`config.mk`:
```
export PLATFORM = sky130hd
export DESIGN_NAME = truth_table_sweeper
export DESIGN_NICKNAME = d
export VERILOG_FILES = /design/src/rtl/truth_table_sweeper_pkg.sv /design/src/rtl/truth_table_sweeper_sync2.sv /design/src/rtl/truth_table_sweeper.sv
export SDC_FILE = /design/constraint.sdc
export NUM_CORES = 1
export LEC_CHECK = 0
export CORE_MARGIN = 5
export CORE_UTILIZATION = 55
export CTS_BUF_LIST = sky130_fd_sc_hd__clkbuf_4 sky130_fd_sc_hd__clkbuf_8
export DETAILED_ROUTE_END_ITERATION = 7
export PLACE_DENSITY = 0.9
export SLEW_MARGIN = 20
export SYNTH_ARGS = -nofsm -noshare
export SYNTH_HDL_FRONTEND = slang
export SYNTH_SLANG_ARGS = --single-unit
```
`constraint.sdc`:
```
create_clock -name clk -period 2.6 [get_ports clk]
set_clock_uncertainty 0.15 [all_clocks]
set_input_delay 0.52 -clock clk [delete_from_list [all_inputs] [get_ports clk]]
set_output_delay 0.52 -clock clk [all_outputs]
set_load 0.005 [all_outputs]
```
`src/rtl/truth_table_sweeper_pkg.sv`:
```
// Shared types and helpers for the 3-input gate truth-table sweeper.
package truth_table_sweeper_pkg;

  localparam int NUM_VECTORS = 8;

  typedef enum logic [1:0] {IDLE, SETTLE, SAMPLE, DONE} state_e;

  // Vector 000 lands in the MSB so the captured word reads like the gate's hex code.
  function automatic logic [2:0] vec_to_bit(input logic [2:0] idx);
    return 3'd7 - idx;
  endfunction

endpackage

```
`src/rtl/truth_table_sweeper_sync2.sv`:
```
// Generic 2-flop synchroniser for asynchronous gate outputs.
module truth_table_sweeper_sync2 #(
  parameter int W = 1
) (
  input  logic         clk,
  input  logic         rst_n,
  input  logic [W-1:0] d,
  output logic [W-1:0] q
);

  logic [W-1:0] meta;

  always_ff @(posedge clk or negedge rst_n) begin
    if (!rst_n) begin
      meta <= '0;
      q    <= '0;
    end else begin
      meta <= d;
      q    <= meta;
    end
  end

endmodule

```
`src/rtl/truth_table_sweeper.sv`:
```
// Drives a 3-input gate through all 8 vectors, samples its output after a
// settle time and compares the assembled truth-table word to an expected code.
module truth_table_sweeper
  import truth_table_sweeper_pkg::*;
#(
  parameter int SETTLE_CYCLES = 16,
  parameter int CNT_W         = 8
) (
  input  logic       clk,
  input  logic       rst_n,
  input  logic       start,
  input  logic       abort,
  input  logic [7:0] expected,
  input  logic       dut_out,
  output logic       drv_in1,
  output logic       drv_in2,
  output logic       drv_in3,
  output logic       busy,
  output logic       done,
  output logic [7:0] truth,
  output logic       match
);

  generate
    if (SETTLE_CYCLES < 3) begin : g_bad_settle
      $error("SETTLE_CYCLES must be at least 3");
    end
    if (CNT_W < 31 && (1 << CNT_W) <= SETTLE_CYCLES) begin : g_bad_cnt_w
      $error("CNT_W too narrow for SETTLE_CYCLES");
    end
  endgenerate

  localparam logic [CNT_W-1:0] CNT_LOAD = CNT_W'(SETTLE_CYCLES - 1);
  localparam logic [2:0]       LAST_IDX = 3'(NUM_VECTORS - 1);

  state_e           state, state_nxt;
  logic [2:0]       idx;
  logic [CNT_W-1:0] cnt;
  logic [7:0]       exp_q;
  logic             dut_sync;

  truth_table_sweeper_sync2 #(.W(1)) u_sync (
    .clk   (clk),
    .rst_n (rst_n),
    .d     (dut_out),
    .q     (dut_sync)
  );

  always_comb begin
    state_nxt = state;
    case (state)
      IDLE:    if (start) state_nxt = SETTLE;
      SETTLE:  if (cnt == '0) state_nxt = SAMPLE;
      SAMPLE:  state_nxt = (idx == LAST_IDX) ? DONE : SETTLE;
      DONE:    state_nxt = IDLE;
      default: state_nxt = IDLE;
    endcase
    // abort wins over every transition, but only once a sweep is running
    if (abort && state != IDLE) state_nxt = IDLE;
  end

  always_ff @(posedge clk or negedge rst_n) begin
    if (!rst_n) begin
      state <= IDLE;
      idx   <= '0;
      cnt   <= '0;
      exp_q <= '0;
      truth <= '0;
      match <= 1'b0;
    end else begin
      state <= state_nxt;
      if (abort && state != IDLE) begin
        idx   <= '0;
        match <= 1'b0;
      end else begin
        case (state)
          IDLE: if (start) begin
            exp_q <= expected;
            truth <= '0;
            match <= 1'b0;
            idx   <= '0;
            cnt   <= CNT_LOAD;
          end
          SETTLE: if (cnt != '0) cnt <= cnt - CNT_W'(1);
          SAMPLE: begin
            truth[vec_to_bit(idx)] <= dut_sync;
            if (idx != LAST_IDX) begin
              idx <= idx + 3'd1;
              cnt <= CNT_LOAD;
            end
          end
          DONE: begin
            match <= (truth == exp_q);
            idx   <= '0;
          end
          default: ;
        endcase
      end
    end
  end

  logic drive_vec;
  assign drive_vec = (state == SETTLE) || (state == SAMPLE);
  assign {drv_in1, drv_in2, drv_in3} = drive_vec ? idx : 3'b000;
  assign busy = (state != IDLE);
  assign done = (state == DONE);

endmodule
```
==> metrics.txt <==
# IOs 27; Inserted Diodes 0; starting density of the core ~58%; clk root buf clkbuf_4; part of the cycle the worst path needs around 95%; area grow syn2layout 21.5%; Setup CP Type register to output pin; multi-input logic area 913 um2; Post-synth EDFFs 0; Post-CTS Setup Inserts 0; Hold EP u_sync.q; mux cell area share after synthesis 6.91%; Pre-Repair DR Iteration Count 4; Die Footprint around 4500 um2; vias in the first global route 1445; Most used DFF post-synth dfrtp_1; H-tree depth 2; GRT Util Overall 20.9%; sequential area share after synthesis ~45%; Fill cells 224; CTS Buf Count 5; Mean Syn Cell Area roughly 10 um2; Worst-Margin Slew 0.585 ns; maximum vdd ir drop a little over 0.5 mV; Mapped Nets 194; Post-Syn Instances roughly 170; area share of xor/xnor cells in the synthesized design 4.93%; compound-gate portion of the synthesized area 18.5%; Hold Vio Cnt, Final 0; main combinational cell family by area after synthesis compound AO/OA/AOI/OAI gates; M1 GR Usage 25.9%; crit path capture type output pin; library cells used by synthesis 42; hold-critical path depth 0; leakage power 0.908 nW; Final Slew Violations 0; DR DRC count 0; Power Density 876 nW/um2; vias about 1400; Worst EP required ~1.9 ns; Reg-to-Reg End idx[1]; Die Wd roughly 67 um; chip height about 67 um; Reg2Reg Depth 6; Simple-Gate Fraction of Synth Area around 15%; critical path fanouts, max 6; area share of fa/ha/maj cells after synthesis under 10%; HP Start u_sync.meta; gr busiest metal met2; Yosys reg bits 32; area of the core 3080 um2; RR Startpoint state[0]; total routed wirelength 3.98 mm; mapped cell area about 1800 um2; GRT met3 Usage 5.23%; layout cells sized above 1 14.3%; first-pass GRT wire length 6.89 mm; headroom to the max-slew limit just over 60%; Worst setup SP type register; CTS sink cnt 32; initial antenna violation count 0; Ys Warns 0; largest net degree at the start of global routing 33; status finished, final reports clean; DRT iter0 DRCs 71; clk_lat worst skew 0.34 ns; buffers added on ports 26; final hold slack about 0.21 ns; met2 Usage GRT between 30% and 40%; antenna violation net count after detailed routing 0; drt via density 5.86; Rows 20; wire length per cell 16.1 um; FF+latch area 803 um2; Async SR Flop Fraction 100%; WP data arrival 1.81 ns; Placer Congestion 0.911; fin nets 224; CTS tree yes; clock buffer depth 2; HPWL Detailed 2.92 mm; Max Cap Viol 0; clock-pin transition on the worst setup and hold timing paths ~0.1 ns; Worst Hold Class register to register; Setup-failing EPs final 0; Finished Cell Area 2160 um2; Post-Route Setup TNS 0 ns; fmax 0.403 GHz; Worst R2R Setup Slack 0.31 ns; Period minus WS final 2.48 ns; unrepaired setup endpoints after global routing no; gr ovfl total 0; placed cell areas 2090 um2
==> flip-flops by register name, indices dropped and copies added (netlist names) <==
register / flops
exp_q: 8
state: 2
u_sync.q: 1
idx: 3
u_sync.meta: 1
truth: 8
cnt: 8
match: 1
==> logic make-up after synthesis <==
family / count (synthesis)
compound gates: 48
xor+xnor: 10
fa+ha+maj: 9
buf+inv: 16
flops: 32
mux: 11
simple gates: 46
==> worst max-delay path, cell delays in order (launching register included) <==
cell and delay (ns):
dfrtp_2 0.43, inv_1 0.08, ha_1 0.33, and2_1 0.14
clkdlybuf4s50_1 0.50
==> final cells by class <==
cell class	instances	area share (%)
inverters	9	1.57
multi-input cells	124	42.3
repair buffers	30	13.5
clock buffers	6	2.38
clock inverters	2	0.464
flip-flops and latches	32	37.2
well taps	44	2.55
==> cell usage in the layout, fill, tap and decap left out, drive strengths merged, types with 4 or more instances in the layout <==
cell,netlist,layout
inv,9,9
nand2,5,5
nor2,5,5
buf,1,4
and2,4,4
a21oi,9,9
clkbuf,6,6
ha,9,9
dfrtp,32,32
nand2b,6,6
a31oi,4,4
o21ai,13,13
xnor2,8,8
mux2,10,10
clkdlybuf4s50,0,26
o31ai,6,6
nand3,5,5
nor3,5,5
==> where the power goes <==
| part | switching [mW] | leakage (nW) | internal, mW |
|---|---|---|---|
| logic | 0.450 | 0.470 | 0.403 |
| registers | 0.117 | 0.400 | 0.620 |
| clock network | 0.170 | 0.0380 | 0.129 |
| total | 0.737 | 0.908 | 1.15 |
==> how the worst max path moves through the flow <==
stage	startpoint	endpoint	slack, ns
after floorplan	state[0]	cnt[5]	0.50
final	state[0]	drv_in3	0.12
after CTS	state[0]	drv_in3	0.05
after global placement	start	truth[5]	0.36
after detailed placement	start	truth[7]	0.29
after global routing	state[0]	drv_in3	0.01
==> routing by layer <==
metal | wire (um) | share of wire, %
met4 | 88 | 2.2
met3 | 234 | 5.9
met1 | 1710 | 43
met2 | 1950 | 49
met5 | 0 | 0
==> synthesized netlist by cell type (all sizes together) (3+ instances only) <==
master / count / area (um2)
a21oi: 9 / 45.0
a22o: 3 / 26.3
a31oi: 4 / 25.0
and2: 4 / 25.0
clkbuf: 6 / 22.5
dfrtp: 32 / 801
ha: 9 / 113
inv: 9 / 33.8
mux2: 10 / 113
nand2: 5 / 18.8
nand2b: 6 / 37.5
nand3: 5 / 25.0
nor2: 5 / 18.8
nor3: 5 / 25.0
nor4: 3 / 18.8
o21a: 3 / 22.5
o21ai: 13 / 65.1
o31ai: 6 / 58.8
xnor2: 8 / 70.1
==> per-stage QoR <==
stage	power (mW)	cells	util, %	worst slack, ns
after floorplan	1.31	172	-	0.496
after global placement	1.52	239	68.0	0.365
after detailed placement	1.58	239	68.0	0.294
after CTS	1.89	247	70.0	0.0520
after global routing	2.03	247	70.1	0.0131
final	1.89	247	70.1	0.118
==> timing repair <==
item / CTS / global route
hold buffers: 0 / 0
resized for setup: 0 / 2
setup endpoints to repair: 0 / 3
hold endpoints to repair: 0 / 0
(Power assumes the default switching activity.)
